===== config.mk =====
export PLATFORM = sky130hd
export DESIGN_NAME = dmem_ctrl
export DESIGN_NICKNAME = d
export VERILOG_FILES = /design/src/rtl/dmem_ctrl.sv
export SDC_FILE = /design/constraint.sdc
export NUM_CORES = 1
export LEC_CHECK = 0
export BUFFER_PORTS_ARGS = -buffer_cell sky130_fd_sc_hd__buf_4
export CORE_ASPECT_RATIO = 0.8
export CORE_UTILIZATION = 45
export CTS_CLUSTER_DIAMETER = 50
export CTS_CLUSTER_SIZE = 12
export DETAILED_ROUTE_END_ITERATION = 8
export PLACE_DENSITY = 0.73
export SETUP_SLACK_MARGIN = 0.3
export SLEW_MARGIN = 40
export SYNTH_ARGS = -nofsm -noshare
export SYNTH_HDL_FRONTEND = slang
export SYNTH_SLANG_ARGS = --single-unit

===== constraint.sdc =====
create_clock -name clk -period 4.2 [get_ports clk]
set_input_delay 0.42 -clock clk [delete_from_list [all_inputs] [get_ports clk]]
set_output_delay 0.42 -clock clk [all_outputs]
set_load 0.1 [all_outputs]

===== src/rtl/dmem_ctrl.sv =====
// Data-side memory controller: serves one SLB load or store at a time
// as byte-serial accesses on the 8-bit RAM port, with done pulses.
module dmem_ctrl #(
    parameter int          ADDR_W     = 32,
    parameter logic [1:0]  IO_BASE_HI = 2'b11,
    parameter int          ROB_W      = 4
) (
    input  logic              clk,
    input  logic              rst,
    input  logic              rdy,
    input  logic              rb,
    input  logic              ld_ena,
    input  logic [ADDR_W-1:0] ld_addr,
    input  logic [3:0]        ld_len,
    input  logic              ld_sext,
    input  logic [ROB_W-1:0]  ld_src,
    output logic              ld_done,
    output logic [31:0]       ld_data,
    output logic [ROB_W-1:0]  ld_dest,
    input  logic              st_ena,
    input  logic [ADDR_W-1:0] st_addr,
    input  logic [3:0]        st_len,
    input  logic [31:0]       st_data,
    output logic              st_done,
    input  logic              io_buffer_full,
    input  logic [7:0]        mem_din,
    output logic [7:0]        mem_dout,
    output logic [ADDR_W-1:0] mem_a,
    output logic              mem_wr
);

    typedef enum logic [1:0] {IDLE, LOAD, STORE, COOL} state_t;

    state_t            state, n_state;
    logic              wr_reg, n_wr;
    logic [1:0]        cnt, n_cnt, len, n_len, nc;
    logic [ADDR_W-1:0] addr, n_addr, n_mem_a, step_a;
    logic              sext, n_sext;
    logic [ROB_W-1:0]  src, n_src, n_ld_dest;
    logic [31:0]       ld_buf, n_ld_buf, sdata, n_sdata, asm_w, ext_w, n_ld_data;
    logic [7:0]        n_mem_dout;
    logic              n_ld_done, n_st_done, st_ok;

    // Odd lengths (2, 4..15) collapse to a word access.
    function automatic logic [1:0] norm_len(input logic [3:0] l);
        case (l)
            4'd0:    return 2'd0;
            4'd1:    return 2'd1;
            default: return 2'd3;
        endcase
    endfunction

    assign mem_wr = wr_reg & rdy;
    assign st_ok  = st_ena & ~((st_addr[17:16] == IO_BASE_HI) & io_buffer_full);
    assign nc     = cnt + 2'd1;
    assign step_a = addr + ADDR_W'(cnt) + ADDR_W'(1);

    always_comb begin
        asm_w = ld_buf;
        asm_w[{cnt, 3'b000} +: 8] = mem_din;
        ext_w = asm_w;
        case (len)
            2'd0: ext_w = sext ? {{24{asm_w[7]}}, asm_w[7:0]}
                               : {24'b0, asm_w[7:0]};
            2'd1: ext_w = sext ? {{16{asm_w[15]}}, asm_w[15:0]}
                               : {16'b0, asm_w[15:0]};
            default: ext_w = asm_w;
        endcase
    end

    always_comb begin
        n_state    = state;
        n_mem_a    = mem_a;
        n_mem_dout = mem_dout;
        n_wr       = wr_reg;
        n_ld_done  = 1'b0;
        n_st_done  = 1'b0;
        n_ld_data  = ld_data;
        n_ld_dest  = ld_dest;
        n_cnt      = cnt;
        n_addr     = addr;
        n_len      = len;
        n_sext     = sext;
        n_src      = src;
        n_ld_buf   = ld_buf;
        n_sdata    = sdata;
        unique case (state)
            IDLE: begin
                if (rb) begin
                    n_state = COOL;
                end else if (st_ok) begin
                    n_state    = STORE;
                    n_mem_a    = st_addr;
                    n_addr     = st_addr;
                    n_mem_dout = st_data[7:0];
                    n_sdata    = st_data;
                    n_wr       = 1'b1;
                    n_cnt      = 2'd0;
                    n_len      = norm_len(st_len);
                end else if (ld_ena) begin
                    n_state = LOAD;
                    n_mem_a = ld_addr;
                    n_addr  = ld_addr;
                    n_cnt   = 2'd0;
                    n_len   = norm_len(ld_len);
                    n_sext  = ld_sext;
                    n_src   = ld_src;
                end
            end
            LOAD: begin
                if (rb) begin
                    n_mem_a = '0;
                    n_state = COOL;
                end else if (cnt < len) begin
                    n_ld_buf = asm_w;
                    n_mem_a  = step_a;
                    n_cnt    = nc;
                end else begin
                    n_ld_buf  = asm_w;
                    n_ld_done = 1'b1;
                    n_ld_data = ext_w;
                    n_ld_dest = src;
                    n_mem_a   = '0;
                    n_state   = COOL;
                end
            end
            STORE: begin
                // Committed stores always finish, rollback or not.
                if (cnt < len) begin
                    n_mem_a    = step_a;
                    n_mem_dout = sdata[{nc, 3'b000} +: 8];
                    n_cnt      = nc;
                end else begin
                    n_wr      = 1'b0;
                    n_mem_a   = '0;
                    n_st_done = 1'b1;
                    n_state   = COOL;
                end
            end
            COOL: n_state = IDLE;
        endcase
    end

    always_ff @(posedge clk) begin
        if (rst) begin
            state    <= IDLE;
            mem_a    <= '0;
            mem_dout <= '0;
            wr_reg   <= 1'b0;
            ld_done  <= 1'b0;
            st_done  <= 1'b0;
            ld_data  <= '0;
            ld_dest  <= '0;
            cnt      <= '0;
            addr     <= '0;
            len      <= '0;
            sext     <= 1'b0;
            src      <= '0;
            ld_buf   <= '0;
            sdata    <= '0;
        end else if (rdy) begin
            state    <= n_state;
            mem_a    <= n_mem_a;
            mem_dout <= n_mem_dout;
            wr_reg   <= n_wr;
            ld_done  <= n_ld_done;
            st_done  <= n_st_done;
            ld_data  <= n_ld_data;
            ld_dest  <= n_ld_dest;
            cnt      <= n_cnt;
            addr     <= n_addr;
            len      <= n_len;
            sext     <= n_sext;
            src      <= n_src;
            ld_buf   <= n_ld_buf;
            sdata    <= n_sdata;
        end
    end

endmodule

==> run metrics <==
status=finished clean; total global-route track usage=24.6%; vias in the first global route=7457; sw frac=35.3%; MaxCap Viol Count=0; Routed WL per cell=17.3 µm; first-pass GRT wire length=40200 µm; Setup Buffers After CTS=0; post-CTS sizing=0; Hold Path Class=in2reg; Slowest-stage cell, CP=or3_2; total vias in the final route=8275; largest net degree at the start of global routing=88; Longest Clk Path Bufs=2; area leader, netlist=dfxtp_1; Post-Route WL=25200 µm; Net Switching=1.76 mW; Area contributors post-synth=dfxtp_1 (41%), a211oi_1 (7.2%), a21oi_1 (4.9%); slowest stage delay, CP=570 ps; final setup fails=0; critical-path cell list=buf_4, inv_1, ha_1, fa_1, and3b_1, nand4_1, or3_2, a21oi_1, o221a_2; antenna-violating nets left=0; PD cells=443 nW/µm²; IO Pins=203; worst slew pin tran=809 ps; CTS tree=built; Root Driver=clkbuf_16; sequential power share=39.7%; num rows=45; RSZ-0062 raised after global routing=no; PortBufs=202; CP startpoint=cnt[0]$_SDFFE_PP0P_; Initial Util=46.7%; Mapped Nets=1179; RR Startpoint=cnt[0]$_SDFFE_PP0P_; post-synth design cell area=9020 µm²; CTS Buf Count=17; fin crit share=75.1%; CP Launch Type=flip-flop; worst hold start=ld_src[0]; Gate power share=26.3%; post-synth cell types=79; post-layout min period=3150 ps; Initial DRT Pass Iterations=5; die area=20600 µm²; total power=4.98 mW; die width=160 µm; warning count from the yosys run=0; DP HPWL=17400 µm; multi-input logic area=4920 µm²; Leakage=4.38 nW; FF/Latch Area=3720 µm²; Mean Syn Cell Area=8.66 µm²; fin nets=1329; Setup Skew=12.0 ps; antenna violations before repair=0; core area=19300 µm²; chip height=129 µm; layout cells sized above 1=23.7%; Clock transition at path regs=70 ps; DR vias/cell=5.66; fmax=0.317 GHz; # diodes=0; drt drc=0; TritonCTS Sinks=186; gpl congestion=0.886; worst path required time=4580 ps; top cell type's share of synthesized area=41.3%; CTS H-tree depth=4; worst skew pair latency=430 ps; Clk pwr share=34.0%; CTS Hold Bufs=0; Synth Instances=1042; kind of critical path=reg2reg; element type at the critical path end=flip-flop; GRT Residual Overflow=0; Slew headroom=46.1%; Max FO, Critical Path=16; Post-synth top flop=dfxtp_1; DR iter-0 viols=719; crit path DAT=3530 ps; sequential fraction of the synthesis area=41.3%; count leader, synth=dfxtp_1; TNS Setup=0 ps; fin. max-slew vios=0; Final Hold Fails=0; IR drop worst, VDD=0.253 mV; # fillers=1732; FF+latch count, synth=186; Area growth syn-to-layout=24.6%; synth cell count leaders=dfxtp_1 (186), nor2_1 (115), nand2_1 (103); Post-synth ARST share=0%; number of synthesized flops with an enable pin=0; internal power=3.22 mW
## final timing paths
kind                            end  slack [ps]  cells after the start
min             src[0]$_SDFFE_PP0P_         230                      3
min reg2reg  sdata[10]$_SDFFE_PP0P_         460                      2
max reg2reg  mem_a[24]$_SDFFE_PP0P_        1050                      9
max          mem_a[24]$_SDFFE_PP0P_        1050                      9
## critical path, delay by kind of cell (launching register included)
| kind | cells | cell delay (ps) |
|---|---|---|
| AND/OR/NAND/NOR | 3 | 1330 |
| adder cells (fa/ha/maj) | 2 | 690 |
| buffers and inverters | 2 | 390 |
| AO/OA/AOI/OAI | 2 | 380 |
| flip-flops | 1 | 310 |
## metrics by stage
step	util [%]	instance area (µm²)	setup WS, ps	std cells	hold WS (ps)
global placement	54.9	10600	1150	1431	439
detailed placement	55.0	10600	1050	1431	445
finish	58.2	11200	1050	1463	228
global route	58.2	11200	847	1463	211
floorplan	-	9020	1300	1042	431
CTS	58.2	11200	1040	1463	208
## per-layer routing
metal / vias to the layer above / part of all wire (%) / global-route usage, % / wire, µm
met5: - / 0 / 0 / 0
met4: 0 / 1.1 / 6.39 / 284
met3: 19 / 9.6 / 6.67 / 2420
met2: 371 / 42 / 34.6 / 10500
met1: 3781 / 48 / 36.7 / 12000
li1: 4104 / - / - / -
## cell usage in the layout (no fill, tap or decap), types with 10 or more instances in the layout
| cell type | synthesis | final |
|---|---|---|
| nand2b_1 | 19 | 19 |
| dfxtp_1 | 186 | 186 |
| o31a_1 | 10 | 10 |
| mux2i_1 | 36 | 36 |
| nor2_1 | 115 | 115 |
| nand3_1 | 14 | 14 |
| a211oi_1 | 86 | 86 |
| buf_4 | 0 | 211 |
| clkbuf_16 | 0 | 17 |
| o211a_1 | 22 | 22 |
| o221ai_1 | 12 | 12 |
| a311oi_1 | 11 | 11 |
| ha_1 | 12 | 11 |
| nand2_1 | 103 | 100 |
| inv_1 | 13 | 12 |
| o21ai_0 | 45 | 45 |
| nor2b_1 | 33 | 33 |
| nor3_1 | 16 | 16 |
| a21oi_1 | 88 | 88 |
## area by class of cell
cell class,instances,share of cell area [%]
tap,258,2.87
inverter,14,0.467
multi-input combinational,760,43.7
clock buffer,18,3.82
timing repair buffer,213,14.4
sequential,186,33.1
clock inverter,14,1.66
## cells by family (layout without fill, tap and decap cells)
kind of cell,after synthesis,after routing,share of synthesized area [%]
DFF,186,186,41.3
buffers and inverters,96,259,4.59
AOI/OAI and AO/OA,319,319,24.4
xor gates and xnor gates,15,15,1.46
muxes,45,45,6.12
and+or+nand+nor,368,368,20.3
adders and majority gates,13,13,1.89
## power by group through the flow
stage / clock network (mW) / registers [mW] / logic (mW)
2_1_floorplan: 0 / 2.48 / 0.485
3_3_place_gp: 0 / 2.01 / 1.29
3_5_place_dp: 0 / 2.01 / 1.30
4_1_cts: 1.72 / 1.97 / 1.31
5_1_grt: 1.80 / 1.99 / 1.39
6_report: 1.69 / 1.98 / 1.31
Power figures use the tool's default switching activity.
